<file path="src/rtl/riscv_regfile_sb.sv">
// RISC-V integer register file with issue scoreboard: 31 GPRs, one write port,
// two registered operand reads per issued instruction, RAW/WAW stall, flush.
module riscv_regfile_sb #(
  parameter int unsigned BYPASS = 1
) (
  input  logic        clock,
  input  logic        reset,
  input  logic        issue_vld,
  input  logic [4:0]  issue_rs1,
  input  logic [4:0]  issue_rs2,
  input  logic [4:0]  issue_rd,
  input  logic        issue_rd_en,
  output logic        issue_rdy,
  output logic        dispatch_vld,
  output logic [31:0] rs1_data,
  output logic [31:0] rs2_data,
  input  logic        wr_en,
  input  logic [4:0]  wr_addr,
  input  logic [31:0] wr_data,
  input  logic        flush,
  output logic [31:0] busy
);

  localparam bit Forward = (BYPASS != 0);

  logic [31:0] regs_q [32];
  logic [31:0] busy_q, busy_d;
  logic        dispVld_q;
  logic [31:0] rs1Data_q, rs1Data_d;
  logic [31:0] rs2Data_q, rs2Data_d;

  logic wrHit, rs1Fwd, rs2Fwd, rs1Haz, rs2Haz, wawHaz, fire;

  always_comb begin
    wrHit  = wr_en && (wr_addr != 5'd0);
    rs1Fwd = Forward && wrHit && (wr_addr == issue_rs1);
    rs2Fwd = Forward && wrHit && (wr_addr == issue_rs2);
    rs1Haz = (issue_rs1 != 5'd0) && busy_q[issue_rs1] && !rs1Fwd;
    rs2Haz = (issue_rs2 != 5'd0) && busy_q[issue_rs2] && !rs2Fwd;
    // A same-cycle writeback retires the older writer, so WAW clears regardless of BYPASS.
    wawHaz = issue_rd_en && (issue_rd != 5'd0) && busy_q[issue_rd]
             && !(wrHit && (wr_addr == issue_rd));
    issue_rdy = !reset && !flush && !rs1Haz && !rs2Haz && !wawHaz;
    fire      = issue_vld && issue_rdy;
  end

  always_comb begin
    rs1Data_d = rs1Data_q;
    rs2Data_d = rs2Data_q;
    if (fire) begin
      if (issue_rs1 == 5'd0)  rs1Data_d = '0;
      else if (rs1Fwd)        rs1Data_d = wr_data;
      else                    rs1Data_d = regs_q[issue_rs1];
      if (issue_rs2 == 5'd0)  rs2Data_d = '0;
      else if (rs2Fwd)        rs2Data_d = wr_data;
      else                    rs2Data_d = regs_q[issue_rs2];
    end
  end

  // Writeback clear first, then issue set, so a colliding set wins.
  always_comb begin
    busy_d = busy_q;
    if (wrHit)
      busy_d[wr_addr] = 1'b0;
    if (fire && issue_rd_en && (issue_rd != 5'd0))
      busy_d[issue_rd] = 1'b1;
    if (flush)
      busy_d = '0;
    busy_d[0] = 1'b0;
  end

  always_ff @(posedge clock or posedge reset) begin
    if (reset) begin
      for (int i = 0; i < 32; i++) regs_q[i] <= '0;
      busy_q    <= '0;
      dispVld_q <= 1'b0;
      rs1Data_q <= '0;
      rs2Data_q <= '0;
    end else begin
      if (wrHit) regs_q[wr_addr] <= wr_data;
      busy_q    <= busy_d;
      dispVld_q <= fire;
      rs1Data_q <= rs1Data_d;
      rs2Data_q <= rs2Data_d;
    end
  end

  assign dispatch_vld = dispVld_q;
  assign rs1_data     = rs1Data_q;
  assign rs2_data     = rs2Data_q;
  assign busy         = busy_q;

endmodule

</file>
<file path="config.mk">
export PLATFORM = sky130hd
export DESIGN_NAME = riscv_regfile_sb
export DESIGN_NICKNAME = d
export VERILOG_FILES = /design/src/rtl/riscv_regfile_sb.sv
export SDC_FILE = /design/constraint.sdc
export NUM_CORES = 2
export LEC_CHECK = 0
export ABC_AREA = 0
export CORE_ASPECT_RATIO = 0.8
export CORE_UTILIZATION = 50
export CTS_BUF_LIST = sky130_fd_sc_hd__clkbuf_4 sky130_fd_sc_hd__clkbuf_8
export CTS_CLUSTER_SIZE = 25
export DETAILED_ROUTE_END_ITERATION = 6
export GPL_TIMING_DRIVEN = 0
export PLACE_DENSITY = 0.67
export SLEW_MARGIN = 0
export SYNTH_ARGS = -nofsm -noshare
export SYNTH_HDL_FRONTEND = slang
export SYNTH_SLANG_ARGS = --single-unit
</file>
<file path="constraint.sdc">
create_clock -name clock -period 132.2 [get_ports clock]
set_clock_uncertainty 0.1 [all_clocks]
set_input_delay 33.05 -clock clock [delete_from_list [all_inputs] [get_ports clock]]
set_output_delay 33.05 -clock clock [all_outputs]
set_load 0.01 [all_outputs]
</file>
==> metrics.txt <==
status=complete, but fails checks; failing checks=capacitance limit, slew limit; CORE AREA=117,000 um2; min-delay worst type=flop to flop; largest cells by area after synthesis=dfrtp_1 47%, mux4_2 21%, mux2_2 20%; Synth Register Bits=1,120; Pleak=28.7 nW; Logic pwr share=22.5%; Clk pwr share=32.8%; Initial Utilization=50.6%; RD Place Congestion=0.964; I/O Buffers=147; height of the chip=310 um; part of the power in registers=44.7%; final setup vio count=0; CTS Sinks=1,120; antenna viol nets, final=0; setup ws final=61,740 ps; RSZ-0062 raised after global routing=false; sw frac=29.3%; top post-synthesis cells by count=1,120 x dfrtp_1, 1,063 x mux2_2, 563 x mux4_2; RR Endpoint=rs1_data[4]; final slew viol count=54; Seq/Total Area, Yosys=47.3%; startpoint types=input port; DR vias/cell=7.05; vias post-DR=42,000; Ys Warns=0; total global routing overflow=0; hold_sp=regs_q[1003]; final hold vios=0; cells resized by post-CTS repair=0; Post-synth EDFFs=0; die width=387 um; Final Cycle Share=53.3%; fmax=0.0142 GHz; Main synth FF type=dfrtp_1; met1 layer usage reported by global route=51.5%; first-pass GRT wire length=310,000 um; Critical Path Sink=issue_rdy; Critical R2R Launch=busy[26]; worst rel slew slack=-8.33%; switching pwr=299 uW; R2R setup slack=128,330 ps; I/O pins=156; Synth Cell Area=59,200 um2; Remaining DRCs=0; # rows=112; largest net degree at the start of global routing=125; worst slew pin tran=1620 ps; grt peak-use layer=met1; full die area=120,000 um2; peak supply drop=0.0000111 V; Reg2Reg Depth=9; crit path capture type=output pin; synth unique cells=54; Syn Nets=3,972; initial antenna violation count=5; drt first pass iters=6; TritonCTS Buffers=185; Reg clk slew, reported paths=60 ps; Iteration-0 DRC Markers=5,915; crit path time final=70,460 ps; Crit path arrival time=37,310 ps; Max-cap violations=7; post-detail-place hpwl=151,000 um; clock root buffer=clkbuf_8; grt met2 use=49.4%; setup TNS=0 ps; Synth area leader=dfrtp_1; DP Worst Slack=61,930 ps; met3 usage=17.4%; worst-skew pair later-pin latency=940 ps; CTS max path bufs=3; layout cells sized above 1=46.9%; # nets final=4,320; setup repair bufs after CTS=0; Power Dens Cells=15.2 nW/um2; Hold Slack=379 ps; routed wire length=222,000 um; H-tree depth=4; Total Routing Usage GR=37.2%; synth-to-layout area growth=13.2%; Yosys top cell area share=47.3%; Pint=723 uW; crit-path max FO=10; Util after Layout=57.3%; most frequent cell after synthesis=dfrtp_1; WP data required=99,050 ps; wire length per cell=37.2 um; total chip power=1.02 mW; Crit. Startpoint=wr_addr[0]; Synth Instances=3,914; vias in the first global route=41,100; CTS tree=done; hold_buf cts=0; # fillers=9,312; FFs w/ async S/R, synth=100%; Setup CP Type=input port to output pin; Synth Area per Inst=15.1 um2
==> cells by family (layout without fill, tap and decap cells) <==
group                     count (synthesis)  count (layout)  share of synthesized area, %
muxes                                  1740            1740                          43.6
buffers and inverters                   455             954                          3.06
xor gates and xnor gates                 15              15                         0.222
other                                     1               9                       0.00633
DFF                                    1120            1120                          47.3
and+or+nand+nor                         307             307                          2.52
AOI/OAI and AO/OA                       276             276                          3.32
==> how the worst min path moves through the flow <==
stage	endpoint	slack [ps]	depth (start not counted)
floorplan	regs_q[1000]	340	1
global placement	regs_q[1006]	350	1
detailed placement	regs_q[1008]	370	1
CTS	regs_q[1001]	380	1
global route	regs_q[998]	400	1
finish	regs_q[1003]	380	1
==> registers in the layout, indices dropped and copies added (netlist names) <==
| register | cells |
|---|---|
| busy | 31 |
| rs1_data | 32 |
| dispatch_vld | 1 |
| rs2_data | 32 |
| regs_q | 1024 |
==> worst max-delay path, cell delays in order <==
cell and delay (ps):
clkdlybuf4s50_1 570, clkbuf_1 430, xnor2_1 180, nand3_1 140, nor4_4 1050, nor2b_1 90, clkbuf_1 530, a311oi_1 470
and3_1 250, clkdlybuf4s50_1 540
==> per-stage QoR <==
step / cells / area, um2
final: 5960 / 67000
after global routing: 5954 / 67000
after CTS: 5950 / 67000
after detailed placement: 5612 / 63000
after global placement: 5600 / 62600
after floorplan: 3914 / 59200
==> cell usage in the layout, fill, tap and decap left out, types with 12 or more instances in the layout <==
cell type / count
mux2i_1: 106
clkbuf_4: 67
clkinv_2: 22
nand3b_1: 24
clkbuf_1: 299
buf_4: 12
nor2_1: 47
mux4_2: 563
dfrtp_1: 1120
mux2_2: 1063
clkbuf_8: 233
a22oi_1: 96
nand3_1: 26
a221oi_1: 38
nand2_1: 143
a21oi_1: 31
buf_2: 45
o21ai_0: 48
clkbuf_2: 15
clkdlybuf4s50_1: 147
buf_1: 75
o31ai_1: 31
==> power by group through the flow <==
stage	sequential (mW)	clock, mW	combinational [mW]
6_report	0.457	0.335	0.230
5_1_grt	0.464	0.350	0.241
4_1_cts	0.454	0.335	0.226
3_5_place_dp	0.459	0	0.225
3_3_place_gp	0.457	0	0.220
2_1_floorplan	0.450	0	0.156
==> per-layer routing <==
layer / vias to the layer above / share of wire (%)
met5: - / 0.098
met3: 603 / 15
met1: 22300 / 40
li1: 15900 / -
met4: 6 / 4.7
met2: 3207 / 40
==> layout make-up <==
class	instances	area [um2]	area share, %
well taps	1539	1930	2.87
repair buffers	161	1800	2.68
diodes	8	20.0	0.0299
clock buffers	300	3710	5.53
plain buffers	447	1810	2.69
flip-flops and latches	1120	28000	41.8
inverters	8	37.5	0.0560
clock inverters	38	298	0.444
multi-input cells	2339	29400	43.9
Power figures use the tool's default switching activity.
